File: src/rtl/shift_sequencer_pkg.sv
// Shared definitions for the shift sequencer: FSM state encoding and shift directions.
// Encoding 2'd3 is unused; the FSM recovers from it to S_IDLE.
package shift_sequencer_pkg;

    typedef enum logic [1:0] {
        S_IDLE  = 2'd0,
        S_SHIFT = 2'd1,
        S_DONE  = 2'd2
    } state_t;

    localparam logic SHIFT_LEFT  = 1'b0;
    localparam logic SHIFT_RIGHT = 1'b1;

endpackage

File: src/rtl/shift_sequencer_shift.sv
// Single one-bit logical shift stage; the vacated bit is always filled with 0.
module one_bit_shift
    import shift_sequencer_pkg::*;
#(
    parameter int DATA_W = 32
) (
    input  logic              dir,
    input  logic [DATA_W-1:0] d_in,
    output logic [DATA_W-1:0] d_out
);

    assign d_out = (dir == SHIFT_RIGHT) ? {1'b0, d_in[DATA_W-1:1]}
                                        : {d_in[DATA_W-2:0], 1'b0};

endmodule

File: src/rtl/shift_sequencer.sv
// Multi-cycle shifter: accepts one request, applies a one-bit shift per clock for
// shift_amt cycles, then holds the result until the consumer takes it.
module shift_sequencer
    import shift_sequencer_pkg::*;
#(
    parameter int DATA_W = 32,
    parameter int AMT_W  = 5
) (
    input  logic              clk,
    input  logic              rst,
    input  logic              start_valid,
    output logic              start_ready,
    input  logic              shift_lr,
    input  logic [AMT_W-1:0]  shift_amt,
    input  logic [DATA_W-1:0] shift_in,
    output logic              result_valid,
    input  logic              result_ready,
    output logic [DATA_W-1:0] shift_out,
    output logic              busy
);

    state_t            r_state;
    logic [DATA_W-1:0] r_data;
    logic [AMT_W-1:0]  r_count;
    logic              r_dir;
    logic              r_start_ready;
    logic              r_result_valid;
    logic              r_busy;
    logic [DATA_W-1:0] w_shifted;

    one_bit_shift #(.DATA_W(DATA_W)) u_shift (
        .dir   (r_dir),
        .d_in  (r_data),
        .d_out (w_shifted)
    );

    // Status outputs are registered next to the state they decode, so no input
    // reaches an output combinationally.
    // NOTE: all state below uses non-blocking assignments so every register
    // samples pre-edge values regardless of statement order.
    always_ff @(posedge clk) begin
        if (rst) begin
            r_state        <= S_IDLE;
            r_data         <= '0;
            r_count        <= '0;
            r_dir          <= SHIFT_LEFT;
            r_start_ready  <= 1'b1;
            r_result_valid <= 1'b0;
            r_busy         <= 1'b0;
        end else begin
            case (r_state)
                S_IDLE: begin
                    if (start_valid) begin
                        r_data        <= shift_in;
                        r_dir         <= shift_lr;
                        r_count       <= shift_amt;
                        r_start_ready <= 1'b0;
                        r_busy        <= 1'b1;
                        if (shift_amt == '0) begin
                            r_state        <= S_DONE;
                            r_result_valid <= 1'b1;
                        end else begin
                            r_state <= S_SHIFT;
                        end
                    end
                end
                S_SHIFT: begin
                    r_data  <= w_shifted;
                    r_count <= r_count - AMT_W'(1);
                    if (r_count == AMT_W'(1)) begin
                        r_state        <= S_DONE;
                        r_result_valid <= 1'b1;
                    end
                end
                S_DONE: begin
                    if (result_ready) begin
                        r_state        <= S_IDLE;
                        r_result_valid <= 1'b0;
                        r_start_ready  <= 1'b1;
                        r_busy         <= 1'b0;
                    end
                end
                default: begin
                    r_state        <= S_IDLE;
                    r_result_valid <= 1'b0;
                    r_start_ready  <= 1'b1;
                    r_busy         <= 1'b0;
                end
            endcase
        end
    end

    assign start_ready  = r_start_ready;
    assign result_valid = r_result_valid;
    assign busy         = r_busy;
    assign shift_out    = r_data;

endmodule

File: config.mk
export PLATFORM = sky130hd
export DESIGN_NAME = shift_sequencer
export DESIGN_NICKNAME = d
export VERILOG_FILES = /design/src/rtl/shift_sequencer_pkg.sv /design/src/rtl/shift_sequencer_shift.sv /design/src/rtl/shift_sequencer.sv
export SDC_FILE = /design/constraint.sdc
export NUM_CORES = 1
export LEC_CHECK = 0
export BUFFER_PORTS_ARGS = -buffer_cell sky130_fd_sc_hd__buf_2
export CAP_MARGIN = 20
export CORE_AREA = 2 2 59 102
export DETAILED_ROUTE_END_ITERATION = 12
export DIE_AREA = 0 0 61 104
export HOLD_SLACK_MARGIN = 0.15
export PLACE_DENSITY = 0.71
export SETUP_SLACK_MARGIN = 0.02
export SYNTH_ARGS = -nofsm -noshare
export SYNTH_HDL_FRONTEND = slang
export SYNTH_SLANG_ARGS = --single-unit
export TNS_END_PERCENT = 10
File: constraint.sdc
create_clock -name clk -period 1.4 [get_ports clk]
set_input_delay 0.28 -clock clk [delete_from_list [all_inputs] [get_ports clk]]
set_output_delay 0.28 -clock clk [all_outputs]
set_load 0.01 [all_outputs]
### Word level (Yosys, flattened, before mapping)

Index checks and enable logic that the tools add are counted.

* bits in writable memories: 0
* memories: 0
* latch bits: 0
* logic and storage cells: 44
* flip-flop bits (word level): 43
* output and inout port bits: 35
* ROM bits: 0
* input port bits: 42

* shifts and indexed selects: 0
* multiply operators: 0
* add/subtract/negate cells: 1
* order comparisons: 0
* reductions and logical operators: 8
* bitwise gates (word level): 1
* divide/modulo/power cells: 0
* equal/unequal tests: 7
* mux-type cells: 20

Operators with widths (number)
* 32-bit 2-to-1 mux: 2
* 32-bit case mux with 2 select lines: 1
* 5-bit case mux with 2 select lines: 1
* 1-bit case mux with 3 select lines: 3
* 2-bit 2-to-1 mux: 4
* 2-bit inequality test (second input constant): 4
* 1-bit 2-to-1 mux: 7
* 2-bit case mux with 3 select lines: 1
* 3-bit AND reduction: 2
* 5-bit by 1-bit equality test with 1-bit output (second input constant): 1
* 5-bit logical NOT: 1
* 5-bit 2-to-1 mux: 1
* 5-bit by 1-bit subtractor with 5-bit output (second input constant): 1
* 2-bit AND reduction: 2
* 4-bit AND reduction: 1
* 2-bit by 1-bit equality test with 1-bit output (second input constant): 1
* 2-bit equality test (second input constant): 1
* 2-bit logical NOT: 1
* 2-bit nonzero test: 1
* 1-bit NOT: 1

### Longest topological paths before layout

Gate-level depths: netlist of the first run.

* depth after elaboration: 4
* depth in mapped cells: 7
* gate-level depth less buffers: 6

### Hierarchy

Synthesis of the first run repeated with hierarchy kept, for this count alone.

* cell total of the unflattened synthesis: 294
* area, all modules: 2720.1 µm²

Modules (own cells, without submodules)
* shift_sequencer: instances 1, sequential area each 860.8 µm², area each 2198.4 µm², cells each 258
* one_bit_shift: instances 1, sequential area each 0.0 µm², area each 521.8 µm², cells each 36

### Least setup slack after synthesis of the first run

OpenSTA, ideal clock, no wires.

* path kind: register to register
* start point: reg r_count[0]
* end point: reg r_count[4]
* data arrival time: 1.101 ns
* clock period less this slack: 1.233 ns
* slack: 0.167 ns
* path buffers: 0
* stages on the path, launching flop included: 7
* data required time: 1.268 ns
* setup time: 0.132 ns
* cell sequence: dfxtp_1 inv_1 ha_1 nor3b_1 xor2_1 o221ai_1 a21oi_1

* longest elaborated chain between the ends: 2

RTL lines
* start, declared: line shift_sequencer.sv:24 `logic [AMT_W-1:0] r_count;`
* start signal, assigned: line shift_sequencer.sv:56 `r_count <= shift_amt;`
* start signal, assigned: line shift_sequencer.sv:69 `r_count <= r_count - AMT_W'(1);`
* 5-bit by 1-bit subtractor with 5-bit output: line shift_sequencer.sv:69
* 5-bit case mux with 2 select lines: line shift_sequencer.sv:51 `case (r_state)`

Every way passes these cells.
A chain may end at the register's enable or synchronous reset.

### Worst setup path after layout of the first run

* start point: reg r_count[1]
* end point: reg r_state[1]

* longest elaborated chain between the ends: 3

RTL lines
* 5-bit by 1-bit equality test with 1-bit output: line shift_sequencer.sv:70 `if (r_count == AMT_W'(1)) begin`
* 2-bit inequality test (no line)
* 3-bit AND reduction (no line)
* end signal, assigned: line shift_sequencer.sv:71 `r_state <= S_DONE;`
* end signal, assigned: line shift_sequencer.sv:77 `r_state <= S_IDLE;`
* end signal, assigned: line shift_sequencer.sv:84 `r_state <= S_IDLE;`
* end, declared: line shift_sequencer.sv:22 `state_t r_state;`

Every way passes these cells.

==> results of run 1 <==
[layout make-up]
class                      instances  area share (%)
multi-input combinational        216           42.39
sequential                        43           28.27
timing repair buffer              99           19.15
clock inverter                     3          0.7774
inverter                          33           4.051
tap                               76           3.110
clock buffer                       5           2.250
[final timing paths]
kind | slack, ns | end | cells past startpoint
min | 0.23 | r_dir | 3
max | 0.02 | r_state[1] | 6
max reg2reg | 0.02 | r_state[1] | 6
min reg2reg | 0.47 | r_count[1] | 2
[per-stage QoR]
| step | cell area (sq um) | TNS, ns | hold slack [ns] |
|---|---|---|---|
| after floorplan | 2401 | 0 | 0.4160 |
| after global placement | 2939 | 0 | 0.4549 |
| after detailed placement | 2939 | 0 | 0.4574 |
| after CTS | 3032 | 0 | 0.2168 |
| after global routing | 3058 | -1.099 | 0.2168 |
| final | 3058 | 0 | 0.2256 |
[repair_timing]
item,4_1_cts,5_1_grt
setup endpoints to repair,3,32
endpoints found under the hold margin,0,0
hold buffers,0,0
pin swaps,1,0
gates resized for setup,0,7
[flip-flops by register name, indices dropped and copies added (netlist names)]
signal	flops
start_ready	1
shift_out	32
r_state	2
r_count	5
busy	1
r_dir	1
result_valid	1
[cells by family (layout without fill, tap and decap cells)]
kind of cell | after synthesis | in the layout | share of synthesized area (%)
AOI/OAI and AO/OA | 85 | 85 | 21.26
adders and majority gates | 2 | 2 | 1.042
buffers and inverters | 58 | 140 | 10.84
muxes | 30 | 30 | 12.51
DFF | 43 | 43 | 35.85
xor gates and xnor gates | 2 | 2 | 0.7297
and+or+nand+nor | 97 | 97 | 17.77
[tightest hold or removal path: cells and delay by family]
family | cells | cell delay (ns)
buf+inv | 1 | 0.10
simple gates | 1 | 0.05
compound gates | 1 | 0.05
[layout by cell type, fill, tap and decap left out]
master / Yosys / layout
nand3_1: 2 / 2
buf_6: 2 / 2
nor2b_1: 2 / 1
inv_6: 0 / 1
xor2_1: 2 / 2
buf_4: 3 / 19
a211oi_1: 5 / 5
o211ai_1: 1 / 1
clkbuf_8: 0 / 5
o21ai_0: 2 / 2
nor2b_2: 0 / 1
o31ai_1: 1 / 1
clkinv_1: 1 / 1
nand2b_1: 3 / 3
nor3_1: 5 / 5
buf_12: 0 / 2
nand2_1: 66 / 66
inv_1: 32 / 32
nor2_4: 1 / 1
nor3b_1: 2 / 1
a2111oi_2: 1 / 1
o22a_1: 1 / 1
buf_2: 13 / 76
or3_1: 2 / 2
o21ai_2: 1 / 1
dfxtp_2: 0 / 3
o22ai_1: 31 / 31
mux2i_1: 30 / 30
nand2b_4: 1 / 1
ha_1: 2 / 2
nor4b_4: 0 / 1
nor3b_2: 0 / 1
dfxtp_1: 43 / 40
a311oi_1: 1 / 1
clkinvlp_4: 0 / 2
a21oi_1: 39 / 39
o221ai_1: 2 / 2
nor2_1: 12 / 12
[power breakdown]
group	internal, mW	leakage, nW	switching (mW)
clock	0.357	0.0408	0.470
combinational	0.576	0.982	0.674
sequential	1.38	0.356	0.173
total	2.32	1.38	1.32
[per-layer routing]
| layer | share of wire (%) | track usage [%] | vias up |
|---|---|---|---|
| li1 | - | - | 1241 |
| met1 | 39 | 25.19 | 1130 |
| met2 | 53 | 36.41 | 87 |
| met3 | 5.5 | 3.856 | 16 |
| met4 | 2.5 | 7.764 | 0 |
| met5 | 0 | 0 | - |
==> results.toml, run 1 <==
[layout]
stdcell_count = 475
area.growth.synth_to_final_pct = 27.36
n_fill_cell = 528
antenna_cells = 0
final_nets = 442
regArea_sq_um = 864.6
drive_gt1_share_pct = 29.32
post-route-util_pct = 55.19
multi_input_area_sq_um = 1296

[job]
maxCapViolCount = 0

[yosys]
synthCells = 317
netlist_area_sq_um = 2401
async_reset_ff_share_pct = 0
ys_seq_area_share_pct = 35.85
avgSynthCellArea_sq_um = 7.574
yosysTopAreaCellShare_pct = 35.85
ys_warn_count = 0
ys_ff_latch = 43
synth_ff_type = "dfxtp_1"
synth_area_leader_cell = "dfxtp_1"
synth_edf_count = 0
synth_area_leaders = "dfxtp_1, mux2i_1, nand2_1"
syn-num-nets = 361
yosysMostFrequentCell = "nand2_1"
yosysUniqueCellTypes = 32
synthTopCellsByCount = "nand2_1, dfxtp_1, a21oi_1"

[routing]
routedWlPerCell_microns = 13.52
drc = 0
detail-route-antenna-nets = 0
vias_per_cell = 5.208
wl_mm = 6.421
dr_total_vias = 2474
drtIter0Drc = 98
drt-pass1-iter-count = 4

[setup_path]
cp.arrival_ns = 1.61
cpLargestDelayFamily = "simple AND/OR/NAND/NOR gates"
cp_slowest_cell = "dfxtp_1"
max_stage_delay_ns = 0.33
path_cells = "inv_1 -> ha_1 -> nor4b_4 -> nor2_1 -> or3_1 -> a21oi_1"
r2r_start = "r_count[1]"
worstSetupPathType = "flip-flop to flip-flop"
critPathCaptureType = "flip-flop"
crit_buf_inv = 1
startpoint_type = "flip-flop"
cp.required_ns = 1.63
cp_max_fo = 3
startpoint = "r_count[1]"

[sta]
tightest_slew_ns = 0.4959
finalCritPeriodShare_pct = 98.50
post-route-min-period_ns = 1.379
fin_worst_skew_ns = 0.003512
final_hold_viol_count = 0
setup_ws_ns = 0.02100
slew_viol_final = 0
timing.fmax_mhz = 725.2
setup_violations = 0
relSlewSlack_pct = 66.94
grt_setup_unrepaired = "yes"

[clock_network]
cts_root_buffer = "clkbuf_8"
cts_buffers = 5
path_clk_slew_ns = 0.09
cts_tree = "done"
htree_levels = 2
post_cts_buffers = 0
insertion_delay_ns = 0.30
clkSinkCount = 43
cts.path.max_buffers = 2

[status]
status = "completed"

[placement]
io_buffers = 76
dp_cells = 467
place_congestion = 0.8980
pre_cts_ws_ns = 0.01527
hpwl_mm = 4.840

[worst_hold_path]
min_from = "shift_lr"
hp-class = "input port to flip-flop"

[floorplanning]
rows = 36
die_x_microns = 61
initial_core_util_pct = 43.34
core_area_sq_um = 5540
die-area_sq_um = 6344
num_io_pins = 77
dieHeight_microns = 104

[grt]
grt_start_max_net_pins = 26
grt_first_pass_wirelength_mm = 10.60
overflow = 0
grt.total_usage_pct = 21.23
grt_pass1_vias = 2325
antenna_found_initial = 0

[pwr]
p_per_area_nw_per_um2 = 1188
ir_drop_mv = 0.6960
total_power_mw = 3.633
power_leakage_nw = 1.378
(Power assumes the default switching activity.)
==> run 2, diff against run 1 <==
Settings changed: RECOVER_POWER from default to 25.
==> run 2 against run 1 <==
Net effect: clock power barely moved; count of clock-buffer cells in the layout unchanged; die area is the same; global-route usage is the same; critical endpoint unchanged.
==> results.toml, run 2 (synthesized netlist as in run 1, its figures left out) <==
[pwr]
p_per_area_nw_per_um2 = 1189
power_leakage_nw = 1.342
p_clk_share_pct = 22.8
p_seq_share_pct = 43.0
comb_power_share_pct = 34.3
ir_drop_mv = 0.6974
total_power_mw = 3.622
p_sw_share_pct = 36.35
p_sw_mw = 1.317
internal_power_mw = 2.305

[clock_network]
cts_root_buffer = "clkbuf_8"
post_cts_buffers = 0
htree_levels = 2
clkSinkCount = 43
cts_buffers = 5
path_clk_slew_ns = 0.09
cts.path.max_buffers = 2
cts_tree = "done"
cts_hold_buf = 0
insertion_delay_ns = 0.30

[setup_path]
reg2reg_slack_ns = 0.02
cp.arrival_ns = 1.60
critPathCaptureType = "flip-flop"
startpoint_type = "flip-flop"
cp_max_fo = 3
worstSetupPathType = "flip-flop to flip-flop"
cp.required_ns = 1.63

[layout]
antenna_cells = 0
largest_reg_flops = 32
final_cell_mix = "nand2_1, buf_2, dfxtp_1"
drive_gt1_share_pct = 26.82
area.growth.synth_to_final_pct = 26.84
final_nets = 442

[placement]
io_buffers = 76
pre_cts_ws_ns = 0.01527
hpwl_mm = 4.840
place_congestion = 0.8980

[routing]
wl_mm = 6.451
drt-pass1-iter-count = 4
dr_total_vias = 2459
drt-met1-wl_mm = 2.595
vias_per_cell = 5.177
met2_length_mm = 3.403
highest_layer = "met4"
detail-route-antenna-nets = 0
drc = 0
drtIter0Drc = 100
wl_met3_microns = 297
routedWlPerCell_microns = 13.58

[sta]
finalCritPeriodShare_pct = 98.40
relSlewSlack_pct = 66.31
fin_worst_skew_ns = 0.003121
grt_setup_unrepaired = "yes"
slew_viol_final = 0
final_hold_viol_count = 0
timing.fmax_mhz = 725.9
tightest_slew_ns = 0.5054
post-route-min-period_ns = 1.378
setup_violations = 0
setup_ws_ns = 0.02244

[grt]
grt_start_max_net_pins = 26
grt_pass1_vias = 2325
overflow = 0
grt_first_pass_wirelength_mm = 10.60
grt.total_usage_pct = 21.23
antenna_found_initial = 0

[status]
status = "completed"

[floorplanning]
dieHeight_microns = 104
core_area_sq_um = 5540
initial_core_util_pct = 43.34
rows = 36
num_io_pins = 77
die-area_sq_um = 6344
die_x_microns = 61

[job]
maxCapViolCount = 0

[worst_hold_path]
hp-class = "input port to flip-flop"
-- run 2: changes by cell type in the layout (fill, tap and decap cells not counted) --
cell,previous run,this run
clkbuf_1,0,10
buf_2,76,66
-- run 2: per-layer routing --
layer,global-route usage (%),up-vias
met5,0,-
met4,7.764,0
met3,3.856,15
met2,36.41,77
met1,25.19,1128
li1,-,1239
-- run 2: metrics by stage --
| stage | cell area, sq um | hold WS [ns] | instances | setup TNS, ns | util (%) |
|---|---|---|---|---|---|
| 2_1_floorplan | 2401 | 0.4160 | 317 | 0 | - |
| 3_3_place_gp | 2939 | 0.4549 | 467 | 0 | 53.05 |
| 3_5_place_dp | 2939 | 0.4574 | 467 | 0 | 53.05 |
| 4_1_cts | 3032 | 0.2168 | 475 | 0 | 54.72 |
| 5_1_grt | 3045 | 0.2168 | 475 | -1.099 | 54.97 |
| 6_report | 3045 | 0.2256 | 475 | 0 | 54.97 |
-- run 2: timing repair --
| item | in CTS | in global routing |
|---|---|---|
| gates resized for setup | 0 | 7 |
| endpoints found under the setup margin | 3 | 32 |
| pin swaps | 1 | 0 |
-- run 2: power groups by stage --
stage / registers, mW / clock network [mW] / logic, mW
6_report: 1.56 / 0.825 / 1.24
5_1_grt: 1.58 / 0.896 / 1.39
4_1_cts: 1.55 / 0.842 / 1.24
3_5_place_dp: 1.58 / 0 / 1.23
3_3_place_gp: 1.57 / 0 / 1.21
2_1_floorplan: 1.58 / 0 / 0.779
-- run 2: path summary, 6_finish.rpt --
path              startpoint         end  cells after the start
setup / recovery  r_count[1]  r_state[1]                      6
hold reg to reg   r_count[1]  r_count[1]                      2
setup reg to reg  r_count[1]  r_state[1]                      6
hold / removal      shift_lr       r_dir                      3
-- run 2: layout make-up --
type	count	area (sq um)
Clock inverter	3	23.77
Sequential cell	43	864.6
Fill cell	532	2495
Inverter	33	123.9
Tap cell	76	95.09
Multi-Input combinational cell	216	1296
Clock buffer	5	68.82
Timing Repair Buffer	99	573.1
-- run 2: critical path, cell delays in order (launching register included) --
cell     delay (ns)
dfxtp_1        0.33
inv_1          0.08
ha_1           0.15
nor4b_4        0.18
nor2_1         0.09
or3_1          0.33
a21oi_1        0.14
==> run 3, diff against run 2 <==
Settings changed: CORE_AREA 2 2 59 102 to 2 2 77 79, DIE_AREA 0 0 61 104 to 0 0 79 81.
==> run 3 against run 2 <==
Net effect: utilization fell by 1.6 points; design area fell by 0.62%; critical path type unchanged; global-route usage fell by 1.5 points; final cell count fell by 1.7%.
==> results.toml, run 3 (synthesized netlist as in run 1, its figures left out) <==
[status]
status = "completed"

[clock_network]
path_clk_slew_ns = 0.09
cts_root_buffer = "clkbuf_8"
htree_levels = 2
cts_tree = "done"
cts_buffers = 5
cts.path.max_buffers = 2
insertion_delay_ns = 0.30
cts_hold_buf = 0
clkSinkCount = 43

[placement]
hpwl_mm = 4.443
dpl_cell_area_sq_um = 2899
io_buffers = 76
place_congestion = 0.8904
pre_cts_ws_ns = 0.01924

[grt]
grt_first_pass_wirelength_mm = 10.12
antenna_found_initial = 0
overflow = 0
grt_pass1_vias = 2189
grt.total_usage_pct = 19.78
grt_start_max_net_pins = 33

[setup_path]
cpLargestDelayFamily = "simple AND/OR/NAND/NOR gates"
cp.arrival_ns = 1.58
crit_buf_inv = 0
cp_max_fo = 7
max_stage_delay_ns = 0.40
worstSetupPathType = "flip-flop to flip-flop"
startpoint_type = "flip-flop"
cp.required_ns = 1.62
path_cells = "nor4b_4 -> nor2_2 -> or3_4 -> a21oi_2"
critPathCaptureType = "flip-flop"
cp_slowest_cell = "dfxtp_1"

[layout]
final_cell_mix = "buf_2, nand2_1, dfxtp_1"
drive_gt1_share_pct = 29.59
final_nets = 435
area.growth.synth_to_final_pct = 26.06
post-route-util_pct = 53.33
layout_commonest_cell = "buf_2"
largest_reg_flops = 32
antenna_cells = 0
final_area_sq_um = 3027

[sta]
timing.fmax_mhz = 739.9
fin_worst_skew_ns = 0.007567
post-route-min-period_ns = 1.352
relSlewSlack_pct = 75.73
setup_ws_ns = 0.04844
tns_ns = 0
grt_setup_unrepaired = "yes"
worst_hold_slack_ns = 0.2247
slew_viol_final = 0
tightest_slew_ns = 0.3641
finalCritPeriodShare_pct = 96.54
final_hold_viol_count = 0
setup_violations = 0

[floorplanning]
core_area_sq_um = 5675
die-area_sq_um = 6399
die_x_microns = 79
dieHeight_microns = 81
initial_core_util_pct = 42.31
num_io_pins = 77
rows = 28

[routing]
detail-route-antenna-nets = 0
drtIter0Drc = 134
routedWlPerCell_microns = 13.43
drt-pass1-iter-count = 4
drc = 0
vias_per_cell = 5.253
dr_total_vias = 2453
wl_mm = 6.271

[pwr]
ir_drop_mv = 0.5164
p_per_area_nw_per_um2 = 1181
power_leakage_nw = 1.347

[job]
maxCapViolCount = 0

[worst_hold_path]
hp-class = "input port to flip-flop"
[run 3: cell count changes in the layout (fill, tap and decap cells not counted), moves of 2 or more]
cell      delta
a21oi_1      -2
buf_4        -7
dfxtp_1      -2
clkbuf_1    -10
a21oi_2      +2
buf_2       +10
[run 3: final cells by class]
| type | instances | area [sq um] |
|---|---|---|
| clock inverters | 3 | 20.02 |
| multi-input cells | 216 | 1309 |
| fillers | 570 | 2649 |
| repair buffers | 92 | 541.8 |
| clock buffers | 5 | 68.82 |
| well taps | 75 | 93.84 |
| inverters | 33 | 123.9 |
| flip-flops and latches | 43 | 869.6 |
[run 3: power by group]
part           total (mW)  switching, mW  leakage, nW  internal (mW)
registers            1.57          0.189        0.357           1.38
logic                1.21          0.657        0.950          0.556
clock network       0.789          0.442       0.0402          0.347
total                3.58           1.29         1.35           2.29
[run 3: timing repair]
action	in CTS	in global routing
hold endpoints to repair	0	0
setup buffers	0	0
gates cloned	0	0
resized for setup	4	8
setup endpoints to repair	2	30
[run 3: worst paths after layout]
kind                   start         end  slack [ns]  depth (start not counted)
setup / recovery  r_count[2]  r_state[1]        0.05                          4
hold / removal      shift_lr       r_dir        0.22                          3
setup reg to reg  r_count[2]  r_state[1]        0.05                          4
hold reg to reg   r_count[1]  r_count[1]        0.48                          2
[run 3: per-stage QoR]
stage	instances	total power [mW]
final	467	3.575
after floorplan	317	2.361
after CTS	467	3.580
after detailed placement	459	2.778
after global routing	467	3.802
after global placement	459	2.756
[run 3: worst register-to-register path: cells and delay by family (launching register included)]
family	cells	cell delay (ns)
compound gates	1	0.14
flops	1	0.40
simple gates	3	0.74
[run 3: routing by layer]
| metal | vias to the layer above | share of wire (%) | GRT usage (%) |
|---|---|---|---|
| met5 | - | 0 | 0 |
| met2 | 68 | 48 | 34.58 |
| met4 | 0 | 1.5 | 7.586 |
| met3 | 8 | 4.3 | 3.667 |
| li1 | 1230 | - | - |
| met1 | 1147 | 46 | 24.21 |
